## config.mk

```make
export PLATFORM = sky130hd
export DESIGN_NAME = mnemonic_playback
export DESIGN_NICKNAME = d
export VERILOG_FILES = /design/src/rtl/mnemonic_playback.sv
export SDC_FILE = /design/constraint.sdc
export NUM_CORES = 1
export LEC_CHECK = 0
export ABC_CLOCK_PERIOD_IN_PS = 4700
export CORE_MARGIN = 2
export CORE_UTILIZATION = 41
export DETAILED_ROUTE_END_ITERATION = 7
export PLACE_DENSITY_LB_ADDON = 0.2
export SETUP_SLACK_MARGIN = 0.5
export SLEW_MARGIN = 20
export SYNTH_ARGS = -nofsm -noshare
export SYNTH_HDL_FRONTEND = slang
export SYNTH_SLANG_ARGS = --single-unit
```

## constraint.sdc

```tcl
create_clock -name clk -period 4.7 [get_ports clk]
set_input_delay 0.94 -clock clk [delete_from_list [all_inputs] [get_ports clk]]
set_output_delay 0.94 -clock clk [all_outputs]
set_load 0.01 [all_outputs]
```

## src/rtl/mnemonic_playback.sv

```systemverilog
// Replays a stored list of level-hold durations as a toggling waveform on play_out.
// Entry 0 is played low, levels alternate, and a stored duration of 0 is held for one cycle.
module mnemonic_playback #(
  parameter int DEPTH = 32,
  parameter int IDX_W = 5,
  parameter int CNT_W = 32
) (
  input  logic             clk,
  input  logic             rst_n,
  input  logic             wr_en,
  input  logic [IDX_W-1:0] wr_idx,
  input  logic [CNT_W-1:0] wr_data,
  input  logic [IDX_W:0]   seq_len,
  input  logic             start,
  input  logic             stop,
  input  logic             loop_en,
  output logic             play_out,
  output logic             busy,
  output logic             done,
  output logic [IDX_W-1:0] cur_idx,
  output logic [1:0]       state_dbg
);

  typedef enum logic [1:0] {
    S_IDLE = 2'd0,
    S_PLAY = 2'd1,
    S_DONE = 2'd2
  } state_e;

  localparam logic [IDX_W:0] DEPTH_L = (IDX_W+1)'(DEPTH);

  state_e           state_q, state_d;
  logic [CNT_W-1:0] cnt_q, cnt_d;
  logic [IDX_W:0]   len_q, len_d;
  logic [IDX_W-1:0] idx_q, idx_d;
  logic             play_q, play_d;
  logic [CNT_W-1:0] mem_q [DEPTH];

  logic [IDX_W-1:0] idx_next;
  logic             last_entry;

  function automatic logic [CNT_W-1:0] floor1(input logic [CNT_W-1:0] v);
    return (v == '0) ? CNT_W'(1) : v;
  endfunction

  assign idx_next   = idx_q + IDX_W'(1);
  assign last_entry = ({1'b0, idx_q} == (len_q - (IDX_W+1)'(1)));

  // wr_en is a fire-and-forget strobe with no ready: it lands only while busy is low.
  // The store has no reset so a recording survives rst_n.
  always_ff @(posedge clk) begin
    if (wr_en && (state_q != S_PLAY)) mem_q[wr_idx] <= wr_data;
  end

  always_ff @(posedge clk) begin
    if (!rst_n) begin
      state_q <= S_IDLE;
      cnt_q   <= '0;
      len_q   <= '0;
      idx_q   <= '0;
      play_q  <= 1'b0;
    end else begin
      state_q <= state_d;
      cnt_q   <= cnt_d;
      len_q   <= len_d;
      idx_q   <= idx_d;
      play_q  <= play_d;
    end
  end

  always_comb begin
    state_d = state_q;
    cnt_d   = cnt_q;
    len_d   = len_q;
    idx_d   = idx_q;
    play_d  = play_q;
    if (stop && (state_q != S_IDLE)) begin
      state_d = S_IDLE;
      idx_d   = '0;
      play_d  = 1'b0;
    end else begin
      case (state_q)
        S_IDLE: begin
          if (start && !stop && (seq_len != '0)) begin
            state_d = S_PLAY;
            len_d   = (seq_len > DEPTH_L) ? DEPTH_L : seq_len;
            idx_d   = '0;
            cnt_d   = floor1(mem_q[0]);
            play_d  = 1'b0;
          end
        end
        S_PLAY: begin
          if (cnt_q != CNT_W'(1)) begin
            cnt_d = cnt_q - CNT_W'(1);
          end else if (!last_entry) begin
            idx_d  = idx_next;
            cnt_d  = floor1(mem_q[idx_next]);
            play_d = ~play_q;
          end else if (loop_en) begin
            // Wrap always restarts low, even after an odd number of entries.
            idx_d  = '0;
            cnt_d  = floor1(mem_q[0]);
            play_d = 1'b0;
          end else begin
            state_d = S_DONE;
            play_d  = 1'b0;
          end
        end
        S_DONE: begin
          state_d = S_IDLE;
          idx_d   = '0;
        end
        default: begin
          state_d = S_IDLE;
          idx_d   = '0;
          play_d  = 1'b0;
        end
      endcase
    end
  end

  always_comb begin
    play_out  = play_q;
    busy      = (state_q == S_PLAY);
    done      = (state_q == S_DONE);
    cur_idx   = idx_q;
    state_dbg = state_q;
  end

endmodule

```

After elaboration in Yosys (flattened, before gate mapping)
Memory sizes are Yosys's and may differ from the RTL's.
Cells that the tools add are included.
{"block": "word_totals", "rom_bits": 0, "memories": 1, "latch_bits": 0, "mem_bits_rw": 1024, "regBits": 46, "inputBits": 49, "output_inout_bits": 10}
{"name": "mem_q", "words": 32, "word_bits": 32, "rd": 2, "rd_ports_with_merged_regs": 0, "wr": 1, "line_no": "37", "rtl": "logic [CNT_W-1:0] mem_q [DEPTH];"}
{"block": "op_classes", "bitwise": 4, "reduce_logical": 17, "n_addsub": 3, "shift": 0, "div_mod_pow": 0, "muxes": 24, "n_mul": 0, "magnitude_cmp": 1, "n_eq_ne": 11}
{"operator": "32-bit two-way mux", "count": 6}
{"operator": "32-bit zero test", "count": 2}
{"operator": "32-bit case mux with 2 select lines", "count": 1}
{"operator": "32-bit by 1-bit != test with 1-bit output (second input constant)", "count": 1}
{"operator": "32-bit by 1-bit subtractor with 32-bit output (second input constant)", "count": 1}
{"operator": "5-bit two-way mux", "count": 4}
{"operator": "5-bit case mux with 2 select lines", "count": 1}
{"operator": "3-bit AND reduction", "count": 3}
{"operator": "2-bit two-way mux", "count": 4}
{"operator": "4-bit AND reduction", "count": 2}
{"operator": "5-bit by 6-bit equality test with 1-bit output", "count": 1}
{"operator": "6-bit > comparator (second input constant)", "count": 1}
{"operator": "6-bit two-way mux", "count": 1}
{"operator": "2-bit != test (second input constant)", "count": 3}
{"operator": "6-bit nonzero test", "count": 1}
{"operator": "6-bit by 1-bit subtractor with 6-bit output (second input constant)", "count": 1}
{"operator": "5-bit by 1-bit adder with 5-bit output (second input constant)", "count": 1}
{"operator": "1-bit two-way mux", "count": 5}
{"operator": "1-bit logical AND", "count": 4}
{"operator": "2-bit by 1-bit != test with 1-bit output (second input constant)", "count": 2}
{"operator": "4-bit by 3-bit != test with 1-bit output (second input constant)", "count": 1}
{"operator": "1-bit NOT", "count": 4}
{"operator": "2-bit case mux with 2 select lines", "count": 1}
{"operator": "2-bit nonzero test", "count": 2}
{"operator": "7 further kinds", "count": 7}

Longest topological paths before layout
Gate-level depths: netlist of run 1.
An unclocked memory read counts as a cell.
{"block": "depth", "ltp_word": 7, "ltp_mapped": 12, "mapped_depth_nobuf": 10}

Worst setup path after synthesis of run 1
No wires, ideal clock.
{"block": "synth_timing", "path_kind": "input to register", "from": "in wr_idx[1]", "to": "mem mem_q[12][0] (enable)", "required_time_ns": 4.279, "setup_slack_ns": 1.112, "arrival_ns": 3.167, "cell_stages": 3, "cell_sequence": "or4b_2 -> clkbuf_1 -> nor2_1"}
{"item": "start, declared", "line_no": "11", "rtl": "input logic [IDX_W-1:0] wr_idx,"}
{"item": "end, declared", "line_no": "37"}
Straight into the memory's write port.

Final worst setup path of run 1
{"block": "layout_timing", "from": "reg state_q[0] (netlist: state_dbg[0])", "to": "out busy"}
{"block": "layout_between", "elab_chain_len": 1}
{"item": "start, declared", "line_no": "32", "rtl": "state_e state_q, state_d;"}
{"item": "start signal, assigned", "line_no": "63", "rtl": "state_q <= state_d;"}
{"item": "2-bit by 1-bit equality test with 1-bit output", "line_no": "124", "rtl": "busy = (state_q == S_PLAY);"}
{"item": "end, declared", "line_no": "18", "rtl": "output logic busy,"}
No other way between the ends.

==> impl_metrics.tcl, run 1 <==
set metrics [dict create \
    clk_pin_slew_worst_paths_ps 60 \
    post_cts_resized 0 \
    wl_per_cell_um 27.1 \
    place_area_um2 47200 \
    worstPathRequired_ps 3760 \
    dieArea_um2 111000 \
    finalClockSkew_ps 29.3 \
    ys_seq_area_frac 0.712 \
    drtIter0Drc 2614 \
    p_leak_nw 15.1 \
    worstSetupStartpointType "flip-flop" \
    clkPwrFrac 0.435 \
    io_buffers 58 \
    dp.cells 4321 \
    cts-root-buf "clkbuf_16" \
    syn_area_um2 44500 \
    overflow 0 \
    fmax_mhz 262 \
    routed_via_density 5.90 \
    dp_slack_ps 686 \
    drv_slew 0 \
    synth-seq-cells 1070 \
    drv_cap 0 \
    htreeDepth 3 \
    crit_slowest_cell "clkdlybuf4s50_1" \
    crit_path_max_incr_delay_ps 620 \
    crit_buf_inv 3 \
    holdCritPathClass "flip-flop to flip-flop" \
    die_h_um 333 \
    cts_buffers 108 \
    layout.cells.non_filler 4526 \
    postCtsHoldBufs 0 \
    finalPower_mw 20.1 \
    chipWidth_um 333 \
    clockBufferDepth 3 \
    antenna_found_initial 5 \
    hpwl_mm 69.4 \
    num_vias 26700 \
    globalplace.congestion 0.898 \
    clock-sinks 1070 \
    relSlewSlack 0.301 \
    syn_inst 2978 \
    tritoncts "done" \
    pin_count 59 \
    grt_max_degree 133 \
    crit_chain "nand2b_1, inv_1, buf_4, clkdlybuf4s50_1" \
    ant_nets 0 \
    fin_tns_setup_ps 0 \
    whs_ps 473 \
    finalWirelength_mm 123 \
    grt_pass1_vias 26500 \
    start_util 0.414 \
    pwr-share-seq 0.527 \
    fin_crit_sh 0.812 \
    crit_type "flip-flop to output port" \
    grt_use_total 0.218 \
    fin_area_um2 50700 \
    nFillCells 9050 \
    grt_pass1_wl_mm 180 \
    avgSynthCellArea_um2 14.9 \
    drc 0 \
    power.switching_mw 4.23 \
    dr.pass1.iters 5 \
    synthToLayoutAreaGrowth_pct 14.0 \
    min_period_ps 3820 \
    utilization 0.472 \
    ys_types 73 \
    clk_latency_ps 690 \
    worst_pin_slew_ps 1040 \
    combPwrFrac 0.038 \
    crit_fanout 22 \
    critPathCaptureType "output port" \
    fin_nets 3081 \
    synth_edf_count 1024 \
    pwr_density_cell_nw_per_um2 396 \
    setup_viol 0 \
    synth-main-ff-cell "edfxtp_1" \
    p_int_mw 15.9 \
    ir_drop_uv 284 \
    fin_ws_ps 883 \
    outcome "complete, no violations" \
    ys_warn_count 0 \
    synthArstFlopShare 0 \
    drive_gt1_frac 0.109 \
    synth.net_count 3031 \
    post_cts_buffers 0 \
    hold_violations 0 \
    cp_top_family "buffers and inverters" \
    worstPathArrival_ps 2880 \
    rsz0062_at_grt "no" \
    coreArea_um2 107000 \
    swShare 0.210 \
    placementRows 120 \
]
-- kinds of logic (layout without fill, tap and decap cells) --
logic type,after synthesis,count (layout),synth area share
AO/OA/AOI/OAI,254,254,0.0405
XOR/XNOR,13,13,0.00256
adder cells (fa/ha/maj),4,4,0.00113
buffers and inverters,226,369,0.0214
flip-flops,1070,1070,0.712
multiplexers,516,516,0.116
other,0,2,0
AND/OR/NAND/NOR,895,895,0.106
-- cell type report --
class / count / area [um^2] / area share
Antenna cell: 2 / 5.00 / 0.0000987
Clock inverter: 80 / 835 / 0.0165
Timing Repair Buffer: 151 / 1430 / 0.0282
Tap cell: 1403 / 1760 / 0.0346
Clock buffer: 123 / 2780 / 0.0548
Inverter: 15 / 63.8 / 0.00126
Sequential cell: 1070 / 31700 / 0.625
Multi-Input combinational cell: 1682 / 12200 / 0.240
-- layer usage --
metal | global-route usage | wire length, um | part of all wire | vias to the layer above
met2 | 0.353 | 58400 | 0.48 | 868
met1 | 0.300 | 53200 | 0.43 | 13700
met4 | 0.0865 | 4650 | 0.038 | 0
li1 | - | - | - | 11900
met5 | 0 | 0 | 0 | -
met3 | 0.0250 | 6230 | 0.051 | 210
-- power by group through the flow --
stage                     logic [mW]  registers, mW  clock network (mW)
after detailed placement       0.773           10.8                   0
final                          0.766           10.6                8.73
after global routing           0.828           10.6                9.24
after floorplan                0.416           10.8                   0
after global placement         0.755           10.8                   0
after CTS                      0.775           10.6                8.90
-- cells in the mapped netlist (22+ instances only) --
library cell	instances	share of area
a22oi_1	90	0.015
edfxtp_1	1024	0.69
nand3_1	525	0.059
dfxtp_1	46	0.021
buf_2	77	0.0087
a21oi_1	49	0.0055
nor2_1	87	0.0073
mux2i_1	514	0.12
nand2_1	58	0.0049
buf_1	22	0.0019
clkbuf_1	111	0.0094
nand4_1	139	0.020
o21ai_0	24	0.0027
-- registers in the layout, summed over array words and instances (netlist names) --
name and flops:
len_q 6, cur_idx 5, cnt_q 32, play_out 1
state_dbg 2, mem_q 1024
-- worst paths after layout --
kind                                  start  slack (ps)  depth (start not counted)                     to
setup / recovery  state_dbg[0]$_SDFFE_PP0P_         880                          4                   busy
hold / removal        len_q[5]$_SDFFE_PN0P_         470                          2  len_q[5]$_SDFFE_PN0P_
setup reg to reg    cur_idx[0]$_SDFFE_PP0P_         980                         10  cnt_q[0]$_SDFFE_PN0P_
hold reg to reg       len_q[5]$_SDFFE_PN0P_         470                          2  len_q[5]$_SDFFE_PN0P_
-- layout by cell type (no fill, tap or decap), types with 5 or more instances in the layout --
master / count
clkinv_1: 31
or3_1: 8
a32oi_1: 8
a31oi_1: 7
nand3b_1: 9
a21oi_1: 49
buf_2: 22
nor2_4: 32
nand3_1: 525
o21ai_1: 6
edfxtp_1: 1024
clkbuf_16: 109
nand2_1: 58
clkbuf_1: 14
nand4_1: 139
a211oi_1: 9
nor4_1: 15
bufinv_16: 15
o21ai_0: 24
buf_4: 72
o221ai_1: 9
o22ai_1: 12
buf_12: 21
o2111ai_1: 5
dfxtp_1: 45
nor3_1: 14
nor2_1: 54
clkinv_2: 19
clkinvlp_4: 6
clkdlybuf4s50_1: 36
a22oi_1: 90
inv_1: 14
mux2i_1: 512
xnor2_1: 7
-- worst min-delay path, stage by stage, from the launching register on --
cell and delay (ps):
dfxtp_1 320, nand2_1 50, a21oi_1 60
(Power assumes the default switching activity.)
==> run 2: changes to the inputs <==
- ABC_CLOCK_PERIOD_IN_PS: 4700 -> 3460
- clock period: 4.7 -> 3.46 ns (I/O delays scaled with it)
==> impl_metrics.tcl, run 2 (synthesis gave the netlist of run 1 again) <==
set metrics [dict create \
    io_buffers 58 \
    antenna_found_initial 2 \
    final_common_cell "edfxtp_1" \
    num_vias 27900 \
    ant_nets 0 \
    crit_fanout 32 \
    combPwrFrac 0.043 \
    pin_count 59 \
    tritoncts "done" \
    power.switching_mw 5.72 \
    worstPathRequired_ps 4100 \
    overflow 0 \
    routed_via_density 5.97 \
    chipWidth_um 333 \
    hold_violations 0 \
    clockBufferDepth 3 \
    met1_usage 0.317 \
    dieArea_um2 111000 \
    ir_drop_uv 344 \
    dr.pass1.iters 6 \
    grt_pass1_wl_mm 186 \
    largest_reg_flops 1024 \
    busiest_layer "met2" \
    layout.cells.non_filler 4665 \
    die_h_um 333 \
    synthToLayoutAreaGrowth_pct 18.8 \
    rsz0062_at_grt "yes" \
    wl_per_cell_um 27.8 \
    finalClockSkew_ps 30.4 \
    p_leak_nw 16.1 \
    setup_viol 0 \
    drive_gt1_frac 0.149 \
    worstSetupStartpointType "flip-flop" \
    cts-root-buf "clkbuf_16" \
    swShare 0.208 \
    dp.cells 4433 \
    relSlewSlack 0.308 \
    largestRegisters "mem_q (1024), cnt_q (32), len_q (6)" \
    crit_slowest_cell "dfxtp_4" \
    drtIter0Drc 2900 \
    hpwl_mm 75.0 \
    worstPathArrival_ps 3720 \
    crit_type "flip-flop to flip-flop" \
    clk_latency_ps 690 \
    p_int_mw 21.8 \
    worst_pin_slew_ps 1030 \
    pwr-share-seq 0.523 \
    top_register "mem_q" \
    cp_top_family "simple AND/OR/NAND/NOR gates" \
    clk_pin_slew_worst_paths_ps 60 \
    coreArea_um2 107000 \
    clock-sinks 1070 \
    outcome "complete, no violations" \
    finalWirelength_mm 130 \
    crit_chain "ha_4, buf_4, nand2b_1, mux2_2, mux2i_4, buf_12, a22oi_1, a22oi_1, buf_4, nand4_1, nor4_2, a21bo_1" \
    cts_buffers 109 \
    htreeDepth 3 \
    placementRows 120 \
    start_util 0.414 \
    drv_cap 0 \
    critPathCaptureType "flip-flop" \
    crit_path_max_incr_delay_ps 380 \
    use_met3 0.0311 \
    fmax_mhz 325 \
    globalplace.congestion 0.906 \
    fin_crit_sh 0.889 \
    fin_tns_setup_ps 0 \
    grt_util_met2 0.367 \
    clkPwrFrac 0.434 \
    fin_nets 3224 \
    grt_pass1_vias 27000 \
    min_period_ps 3080 \
    crit_buf_inv 3 \
    drv_slew 0 \
    mostFrequentLayoutCells "edfxtp_1 (1024), nand3_1 (525), mux2i_1 (512), buf_4 (147), nand4_1 (139)" \
    grt_use_total 0.227 \
    grt_max_degree 155 \
    holdCritPathClass "flip-flop to flip-flop" \
    drc 0 \
    pwr_density_cell_nw_per_um2 520 \
]
run 2: cell types whose count changed in the layout (fill, tap and decap cells not counted), moves of 5 or more:
cell,before,now
a22oi_2,0,7
clkdlybuf4s50_1,36,47
clkbuf_8,0,5
buf_2,22,10
clkinv_1,31,18
buf_12,21,57
buf_4,72,147
buf_6,0,10
a22oi_1,90,83
clkbuf_1,14,24
buf_16,0,10
clkbuf_16,109,120
run 2: cell type report:
| cell class | instances | area (um^2) |
|---|---|---|
| inverters | 15 | 63.8 |
| clock inverters | 59 | 672 |
| diodes | 2 | 5.00 |
| fillers | 8926 | 54500 |
| clock buffers | 141 | 2960 |
| well taps | 1403 | 1760 |
| multi-input cells | 1682 | 12200 |
| repair buffers | 293 | 3450 |
| flip-flops and latches | 1070 | 31700 |
run 2: power by group through the flow:
stage	sequential (mW)	combinational [mW]	clock, mW
final	14.4	1.17	11.9
after global routing	14.4	1.26	12.6
after CTS	14.4	1.15	12.1
after detailed placement	14.6	1.13	0
after global placement	14.6	1.11	0
after floorplan	14.6	0.566	0
run 2: routing by layer:
metal / vias to the layer above / wire [um]
li1: 12200 / -
met3: 229 / 8780
met5: - / 0
met1: 14200 / 55400
met4: 0 / 4210
met2: 1181 / 61400
run 2: timing repair:
action | in CTS | in global routing
gates resized for setup | 27 | 27
setup endpoints to repair | 27 | 30
gates cloned | 2 | 8
hold buffers | 0 | 0
pin swaps | 8 | 12
setup buffers | 7 | 13
run 2: worst paths after layout:
kind                                 to                    start  slack (ps)  cells after the start
hold / removal    len_q[5]$_SDFFE_PN0P_    len_q[5]$_SDFFE_PN0P_         480                      2
setup reg to reg  cnt_q[0]$_SDFFE_PN0P_  cur_idx[1]$_SDFFE_PP0P_         380                     12
setup / recovery  cnt_q[0]$_SDFFE_PN0P_  cur_idx[1]$_SDFFE_PP0P_         380                     12
hold reg to reg   len_q[5]$_SDFFE_PN0P_    len_q[5]$_SDFFE_PN0P_         480                      2
run 2: worst min-delay path: cells and delay by family (launching register included):
kind               cells  cell delay (ps)
DFF                    1              320
and+or+nand+nor        1               60
AOI/OAI and AO/OA      1               60
run 2: per-stage QoR:
step	area (um^2)	util	worst slack (ps)	hold WS, ps	total power, mW
6_report	52800	0.492	383	481	27.5
5_1_grt	52800	0.492	337	501	28.3
4_1_cts	52400	0.489	432	484	27.7
3_5_place_dp	48500	0.452	188	475	15.8
3_3_place_gp	48500	0.452	185	470	15.8
2_1_floorplan	44500	-	42.0	448	15.2
